==> config.mk <==
export PLATFORM = sky130hd
export DESIGN_NAME = img_mem_arbiter
export DESIGN_NICKNAME = d
export VERILOG_FILES = /design/src/rtl/img_arb_pkg.sv /design/src/rtl/img_arb_swap_fsm.sv /design/src/rtl/img_mem_arbiter.sv
export SDC_FILE = /design/constraint.sdc
export NUM_CORES = 1
export LEC_CHECK = 0
export CORE_MARGIN = 2
export CORE_UTILIZATION = 41
export CTS_BUF_LIST = sky130_fd_sc_hd__clkbuf_2
export CTS_CLUSTER_SIZE = 25
export DETAILED_ROUTE_END_ITERATION = 12
export GPL_TIMING_DRIVEN = 0
export PLACE_DENSITY = 0.87
export SYNTH_ARGS = -nofsm -noshare
export SYNTH_HDL_FRONTEND = slang
export SYNTH_SLANG_ARGS = --single-unit
==> constraint.sdc <==
create_clock -name clk_i -period 3.6 [get_ports clk_i]
set_input_delay 0.72 -clock clk_i [delete_from_list [all_inputs] [get_ports clk_i]]
set_output_delay 0.72 -clock clk_i [all_outputs]
set_load 0.1 [all_outputs]
==> src/rtl/img_arb_pkg.sv <==
// Shared types and default widths for the image RAM arbiter.
package img_arb_pkg;

  localparam int unsigned DefAddrW       = 16;
  localparam int unsigned DefDataW       = 8;
  localparam int unsigned DefMaxDspBurst = 4;

  typedef enum logic [1:0] {
    RUN,
    PEND,
    SWAP
  } swap_state_t;

  typedef enum logic [1:0] {
    SRC_NONE,
    SRC_DSP,
    SRC_FLT
  } src_t;

endpackage

==> src/rtl/img_arb_swap_fsm.sv <==
// Front/back bank swap control: arms on filter frame completion and swaps on the
// next vsync falling edge, spending exactly one cycle in SWAP.
module img_arb_swap_fsm
  import img_arb_pkg::*;
(
  input  logic clk_i,
  input  logic rst_n,
  input  logic i_vsync,
  input  logic i_frame_done,
  output logic o_swap,
  output logic o_front_bank,
  output logic o_swap_ack
);

  swap_state_t r_state;
  swap_state_t w_state_nxt;
  logic        r_vsync;
  logic        r_front_bank;
  logic        w_vsync_fall;

  assign w_vsync_fall = r_vsync & ~i_vsync;

  always_ff @(posedge clk_i or negedge rst_n) begin
    if (!rst_n) begin
      r_state      <= RUN;
      r_vsync      <= 1'b1;
      r_front_bank <= 1'b0;
    end else begin
      r_state <= w_state_nxt;
      r_vsync <= i_vsync;
      if (r_state == SWAP) begin
        r_front_bank <= ~r_front_bank;
      end
    end
  end

  // A frame_done coinciding with a vsync edge in RUN only arms; the swap waits a frame.
  always_comb begin
    w_state_nxt = r_state;
    unique case (r_state)
      RUN:     if (i_frame_done) w_state_nxt = PEND;
      PEND:    if (w_vsync_fall) w_state_nxt = SWAP;
      SWAP:    w_state_nxt = RUN;
      default: w_state_nxt = RUN;
    endcase
  end

  always_comb begin
    o_swap       = (r_state == SWAP);
    o_swap_ack   = (r_state == SWAP);
    o_front_bank = r_front_bank;
  end

endmodule

==> src/rtl/img_mem_arbiter.sv <==
// Single-port double-banked image RAM arbiter: display reads the front bank with
// bounded priority, the filter owns the back bank, banks swap at vsync.
module img_mem_arbiter
  import img_arb_pkg::*;
#(
  parameter int unsigned ADDR_W        = DefAddrW,
  parameter int unsigned DATA_W        = DefDataW,
  parameter int unsigned MAX_DSP_BURST = DefMaxDspBurst
) (
  input  logic              clk_i,
  input  logic              rst_n,
  input  logic              i_vsync,
  input  logic              i_de_window,
  input  logic              dsp_req,
  input  logic [ADDR_W-1:0] dsp_addr,
  output logic              dsp_gnt,
  output logic              dsp_rvalid,
  output logic [DATA_W-1:0] dsp_rdata,
  input  logic              flt_req,
  input  logic              flt_we,
  input  logic [ADDR_W-1:0] flt_addr,
  input  logic [DATA_W-1:0] flt_wdata,
  output logic              flt_gnt,
  output logic              flt_rvalid,
  output logic [DATA_W-1:0] flt_rdata,
  input  logic              flt_frame_done,
  output logic              flt_swap_ack,
  output logic              o_front_bank,
  output logic              mem_en,
  output logic              mem_we,
  output logic [ADDR_W:0]   mem_addr,
  output logic [DATA_W-1:0] mem_wdata,
  input  logic [DATA_W-1:0] mem_rdata
);

  localparam int unsigned RunW = $clog2(MAX_DSP_BURST + 1);
  localparam logic [RunW-1:0] RunMax = RunW'(MAX_DSP_BURST);

  logic              w_swap;
  logic              w_front_bank;
  logic              w_dsp_wins;
  logic              w_dsp_gnt;
  logic              w_flt_gnt;
  logic [RunW-1:0]   r_dsp_run;
  logic [RunW-1:0]   w_dsp_run_nxt;
  src_t              w_src;
  src_t              r_tag0;
  src_t              r_tag1;
  logic              r_mem_en;
  logic              r_mem_we;
  logic [ADDR_W:0]   r_mem_addr;
  logic [DATA_W-1:0] r_mem_wdata;

  img_arb_swap_fsm u_swap_fsm (
    .clk_i        (clk_i),
    .rst_n        (rst_n),
    .i_vsync      (i_vsync),
    .i_frame_done (flt_frame_done),
    .o_swap       (w_swap),
    .o_front_bank (w_front_bank),
    .o_swap_ack   (flt_swap_ack)
  );

  // Outside the window the filter wins conflicts; inside, only after a full display burst.
  assign w_dsp_wins = dsp_req & ~(flt_req & (~i_de_window | (r_dsp_run == RunMax)));
  assign w_dsp_gnt  = rst_n & ~w_swap & w_dsp_wins;
  assign w_flt_gnt  = rst_n & ~w_swap & flt_req & ~w_dsp_wins;

  always_comb begin
    w_dsp_run_nxt = r_dsp_run;
    if (!i_de_window || !flt_req || w_flt_gnt) begin
      w_dsp_run_nxt = '0;
    end else if (w_dsp_gnt) begin
      w_dsp_run_nxt = r_dsp_run + 1'b1;
    end
  end

  always_comb begin
    w_src = SRC_NONE;
    if (w_dsp_gnt) begin
      w_src = SRC_DSP;
    end else if (w_flt_gnt && !flt_we) begin
      w_src = SRC_FLT;
    end
  end

  // Bank bit is captured at grant time, so reads in flight survive a swap.
  always_ff @(posedge clk_i or negedge rst_n) begin
    if (!rst_n) begin
      r_dsp_run   <= '0;
      r_mem_en    <= 1'b0;
      r_mem_we    <= 1'b0;
      r_mem_addr  <= '0;
      r_mem_wdata <= '0;
      r_tag0      <= SRC_NONE;
      r_tag1      <= SRC_NONE;
    end else begin
      r_dsp_run <= w_dsp_run_nxt;
      r_mem_en  <= w_dsp_gnt | w_flt_gnt;
      r_mem_we  <= w_flt_gnt & flt_we;
      if (w_dsp_gnt) begin
        r_mem_addr <= {w_front_bank, dsp_addr};
      end else if (w_flt_gnt) begin
        r_mem_addr  <= {~w_front_bank, flt_addr};
        r_mem_wdata <= flt_wdata;
      end
      r_tag0 <= w_src;
      r_tag1 <= r_tag0;
    end
  end

  assign dsp_gnt      = w_dsp_gnt;
  assign flt_gnt      = w_flt_gnt;
  assign o_front_bank = w_front_bank;
  assign mem_en       = r_mem_en;
  assign mem_we       = r_mem_we;
  assign mem_addr     = r_mem_addr;
  assign mem_wdata    = r_mem_wdata;
  assign dsp_rvalid   = (r_tag1 == SRC_DSP);
  assign flt_rvalid   = (r_tag1 == SRC_FLT);
  assign dsp_rdata    = mem_rdata;
  assign flt_rdata    = mem_rdata;

endmodule

==> impl_results.html <==
<table>
<tr><th>Metric</th><th>Value</th></tr>
<tr><th colspan="2">Status</th></tr>
<tr><td>Outcome</td><td>finished, final reports clean</td></tr>
<tr><th colspan="2">Final layout</th></tr>
<tr><td>Area of all sequential standard cells</td><td>952.2 µm²</td></tr>
<tr><td>Leading cell type in the layout, fill and taps excluded</td><td>sky130_fd_sc_hd__clkdlybuf4s50_1</td></tr>
<tr><td>Antenna diodes</td><td>0</td></tr>
<tr><td>Footprint of the multi-input gates</td><td>roughly 600 µm²</td></tr>
<tr><td>Fraction of layout instances using a drive strength above 1</td><td>19.11%</td></tr>
<tr><td>Relative area change from synthesis to final layout</td><td>60.46%</td></tr>
<tr><td>Finished Core Util</td><td>about 69%</td></tr>
<tr><td>Net count reported at finish</td><td>approximately 300</td></tr>
<tr><td>Most frequent cells in the layout</td><td>93 x sky130_fd_sc_hd__clkdlybuf4s50_1, 37 x sky130_fd_sc_hd__dfrtp_1, 18 x sky130_fd_sc_hd__buf_4, 17 x sky130_fd_sc_hd__a2bb2oi_1, 16 x sky130_fd_sc_hd__o22ai_1</td></tr>
<tr><td>Number of fill cells in the layout</td><td>~320</td></tr>
<tr><th colspan="2">Timing</th></tr>
<tr><td>PnR worst setup slack</td><td>226.0 ps</td></tr>
<tr><td>Highest clock frequency the design can meet</td><td>between 0.2 and 0.3 GHz</td></tr>
<tr><td>Clock period minus worst slack</td><td>between 3000 and 4000 ps</td></tr>
<tr><td>Setup repair after global routing missed its margin</td><td>false</td></tr>
<tr><td>Final-report max-slew violation count</td><td>0</td></tr>
<tr><td>Hold slack</td><td>~320 ps</td></tr>
<tr><td>Final setup violation count</td><td>0</td></tr>
<tr><td>Slew @ Worst Pin</td><td>986.6 ps</td></tr>
<tr><td>Hold Vio Cnt, Final</td><td>0</td></tr>
<tr><td>Final total negative setup slack</td><td>0 ps</td></tr>
<tr><td>Final setup skew</td><td>between 10 and 15 ps</td></tr>
<tr><td>Relative slew slack</td><td>34.02%</td></tr>
<tr><td>Final Cycle Share</td><td>roughly 94%</td></tr>
<tr><th colspan="2">Pwr</th></tr>
<tr><td>IR drop worst, VDD</td><td>approximately 0.00031 V</td></tr>
<tr><td>Total power per unit cell area</td><td>568.0 mW/mm²</td></tr>
<tr><td>Sum of internal, switching and leakage power</td><td>~1.6 mW</td></tr>
<tr><td>Leakage power summed over all cells</td><td>around 1.2 nW</td></tr>
<tr><th colspan="2">Global routing</th></tr>
<tr><td>Maximum number of pins on one net before global-route repair</td><td>between 40 and 50</td></tr>
<tr><td>Via count of the first global-routing pass</td><td>around 1600</td></tr>
<tr><td>First-pass GRT wire length</td><td>7.500 mm</td></tr>
<tr><td>Combined global-route utilization of all metal layers</td><td>between 10% and 20%</td></tr>
<tr><td>Initial antenna violation count</td><td>0</td></tr>
<tr><td>GRT overflow</td><td>0</td></tr>
<tr><th colspan="2">Place</th></tr>
<tr><td>Placed wire-length estimate after detailed placement</td><td>between 3 and 4 mm</td></tr>
<tr><td>Pre-CTS setup slack</td><td>-435.0 ps</td></tr>
<tr><td>Final Wtd Congestion</td><td>0.7055</td></tr>
<tr><td>Port-buffer cells</td><td>96</td></tr>
<tr><th colspan="2">Floorplanning</th></tr>
<tr><td>Initial cell density of the core</td><td>43.20%</td></tr>
<tr><td>Overall die width</td><td>between 60 and 70 µm</td></tr>
<tr><td>Num ports</td><td>around 110</td></tr>
<tr><td>DIE HEIGHT</td><td>approximately 70 µm</td></tr>
<tr><td>Die footprint</td><td>0.004814 mm²</td></tr>
<tr><td>FP Rows</td><td>23</td></tr>
<tr><td>Placeable core region</td><td>0.004058 mm²</td></tr>
<tr><th colspan="2">Synthesis</th></tr>
<tr><td>Avg Synthesized Cell Area</td><td>12.34 µm²</td></tr>
<tr><td>Number of storage elements in the synthesis netlist</td><td>38</td></tr>
<tr><td>Ys Warns</td><td>0</td></tr>
<tr><td>Count of unique library cells instantiated by Yosys</td><td>33</td></tr>
<tr><td>Net Count, Synth</td><td>200</td></tr>
<tr><td>Seq/Total Area, Yosys</td><td>54.32%</td></tr>
<tr><td>Gate count of the mapped netlist</td><td>about 140</td></tr>
<tr><td>Post-synthesis instance area</td><td>about 0.0018 mm²</td></tr>
<tr><th colspan="2">CTS</th></tr>
<tr><td>Clock-pin transition on the worst setup and hold timing paths</td><td>170 ps</td></tr>
<tr><td>Clock net sink count</td><td>38</td></tr>
<tr><td>Cts bufs inserted</td><td>5</td></tr>
<tr><td>Root buffer cell</td><td>sky130_fd_sc_hd__clkbuf_2</td></tr>
<tr><td>Clock tree buffer depth</td><td>2</td></tr>
<tr><td>CTS tree</td><td>yes</td></tr>
<tr><td>Clock latency reported for the late side of the worst-skew pair</td><td>360 ps</td></tr>
<tr><td>Buffers inserted during post-CTS setup optimization</td><td>0</td></tr>
<tr><td>Post-cts hold buffer count</td><td>0</td></tr>
<tr><td>Deepest level of the CTS H-tree</td><td>2</td></tr>
<tr><th colspan="2">Critical path</th></tr>
<tr><td>Critical-path maximum fanout</td><td>4</td></tr>
<tr><td>Category of the most critical setup path</td><td>primary input to primary output</td></tr>
<tr><td>Worst-case register-to-register setup slack</td><td>between 1500 and 2000 ps</td></tr>
<tr><td>Crit Reg-Reg Endpoint</td><td>mem_addr[10]</td></tr>
<tr><td>Worst path required time</td><td>between 2000 and 3000 ps</td></tr>
<tr><td>Nature of the critical path startpoint</td><td>primary input</td></tr>
<tr><td>CP Data Arrival Time</td><td>2650 ps</td></tr>
<tr><td>Sort of element at the end of the critical path</td><td>primary output</td></tr>
<tr><td>Cells on worst reg2reg path</td><td>8</td></tr>
<tr><td>Source of the worst register-to-register timing path</td><td>r_dsp_run[0]</td></tr>
<tr><th colspan="2">Drt</th></tr>
<tr><td>Number of vias in the routed layout</td><td>1479</td></tr>
<tr><td>DR WL/cell</td><td>around 14 µm</td></tr>
<tr><td>Starting DRT DRC Count</td><td>53</td></tr>
<tr><td>Routed wire length</td><td>about 4.3 mm</td></tr>
<tr><td>First-pass iteration count of the detailed router</td><td>4</td></tr>
<tr><td>Number of nets with antenna violations after detailed routing</td><td>0</td></tr>
<tr><td>Via-per-instance ratio</td><td>around 5.0</td></tr>
<tr><td>Number of remaining DRC errors</td><td>0</td></tr>
<tr><th colspan="2">Run</th></tr>
<tr><td>Number of violations of the max-capacitance limit</td><td>0</td></tr>
<tr><th colspan="2">Hold path</th></tr>
<tr><td>Type of the most critical hold path</td><td>primary input to async pin</td></tr>
</table>
-- layer usage --
layer  routed length [µm]  vias up  global-route usage (%)
li1                     -      705                       -
met1                 1779      688                   24.36
met2                 2036       81                   30.98
met3                  412        5                   7.413
met4                   32        0                   3.268
met5                    0        -                       0
-- synthesized netlist by cell type --
master / number / area share, %
sky130_fd_sc_hd__a21boi_2: 1 / 0.64
sky130_fd_sc_hd__a21o_1: 1 / 0.43
sky130_fd_sc_hd__a21oi_1: 2 / 0.57
sky130_fd_sc_hd__a2bb2oi_1: 17 / 8.5
sky130_fd_sc_hd__a311oi_1: 1 / 0.50
sky130_fd_sc_hd__a31oi_1: 1 / 0.36
sky130_fd_sc_hd__and2_4: 1 / 0.50
sky130_fd_sc_hd__buf_2: 2 / 0.57
sky130_fd_sc_hd__buf_4: 18 / 7.7
sky130_fd_sc_hd__buf_6: 2 / 1.3
sky130_fd_sc_hd__clkbuf_1: 1 / 0.21
sky130_fd_sc_hd__dfrtp_1: 37 / 53
sky130_fd_sc_hd__dfstp_2: 1 / 1.5
sky130_fd_sc_hd__ha_1: 2 / 1.4
sky130_fd_sc_hd__inv_1: 7 / 1.5
sky130_fd_sc_hd__inv_2: 1 / 0.21
sky130_fd_sc_hd__mux2_2: 1 / 0.64
sky130_fd_sc_hd__mux2_4: 7 / 6.0
sky130_fd_sc_hd__mux2i_1: 1 / 0.57
sky130_fd_sc_hd__nand2_1: 6 / 1.3
sky130_fd_sc_hd__nand2b_4: 1 / 0.78
sky130_fd_sc_hd__nand3_1: 1 / 0.29
sky130_fd_sc_hd__nand3_2: 1 / 0.57
sky130_fd_sc_hd__nor2_1: 4 / 0.86
sky130_fd_sc_hd__nor2_2: 1 / 0.36
sky130_fd_sc_hd__nor2b_1: 2 / 0.71
sky130_fd_sc_hd__nor4bb_1: 1 / 0.57
sky130_fd_sc_hd__o2111a_1: 1 / 0.64
sky130_fd_sc_hd__o2111ai_1: 1 / 0.50
sky130_fd_sc_hd__o21ai_4: 1 / 0.93
sky130_fd_sc_hd__o22ai_1: 16 / 5.7
sky130_fd_sc_hd__or3_1: 1 / 0.36
sky130_fd_sc_hd__xnor2_1: 1 / 0.50
-- worst max path at each step --
stage                start       to  slack, ps  cells past startpoint
2_1_floorplan  i_de_window  flt_gnt        900                      5
3_3_place_gp         rst_n  flt_gnt      -1550                      7
3_5_place_dp         rst_n  flt_gnt       -430                      7
4_1_cts              rst_n  flt_gnt        140                      7
5_1_grt        i_de_window  dsp_gnt        140                      4
6_report       i_de_window  dsp_gnt        230                      4
-- what timing repair did --
item | in CTS | in global routing
setup endpoints to repair | 2 | 1
pin swaps | 0 | 0
gates resized for setup | 4 | 1
-- cell type report --
class | count | area share [%]
timing repair buffer | 96 | 34.07
clock inverter | 2 | 0.3114
inverter | 8 | 1.068
multi-input combinational | 73 | 21.31
sequential | 38 | 33.85
buffer | 23 | 6.094
tap | 50 | 2.224
clock buffer | 6 | 1.068
-- where the power goes --
| part | switching (mW) | internal [mW] |
|---|---|---|
| Sequential | 0.0395 | 0.491 |
| Combinational | 0.636 | 0.254 |
| Clock | 0.129 | 0.0479 |
| Total | 0.804 | 0.793 |
-- flip-flops by register name, indices dropped and copies added, names as in the netlist --
signal	count
u_swap_fsm.r_vsync	1
u_swap_fsm.o_front_bank	1
u_swap_fsm.r_state	2
mem_we	1
r_tag1	2
mem_addr	17
r_tag0	2
mem_en	1
r_dsp_run	3
mem_wdata	8
-- worst max-delay path: stages --
cell and delay, ps:
sky130_fd_sc_hd__clkdlybuf4s50_1 480, sky130_fd_sc_hd__a21boi_2 280, sky130_fd_sc_hd__o2111a_1 290, sky130_fd_sc_hd__dlygate4sd2_1 880
-- metrics by stage --
step,cells,instance area [µm²]
5_1_grt,296,2813
4_1_cts,296,2810
3_5_place_dp,288,2771
2_1_floorplan,142,1753
6_report,296,2813
3_3_place_gp,288,2776
-- cells by family after synthesis --
kind of cell / Yosys count / share of synthesized area (%)
AOI/OAI and AO/OA: 42 / 18.77
DFF: 38 / 54.32
buffers and inverters: 31 / 11.49
and+or+nand+nor: 19 / 6.281
muxes: 9 / 7.209
adders and majority gates: 2 / 1.427
xor gates and xnor gates: 1 / 0.4997
Note: power is estimated with default switching activity, not from simulation.
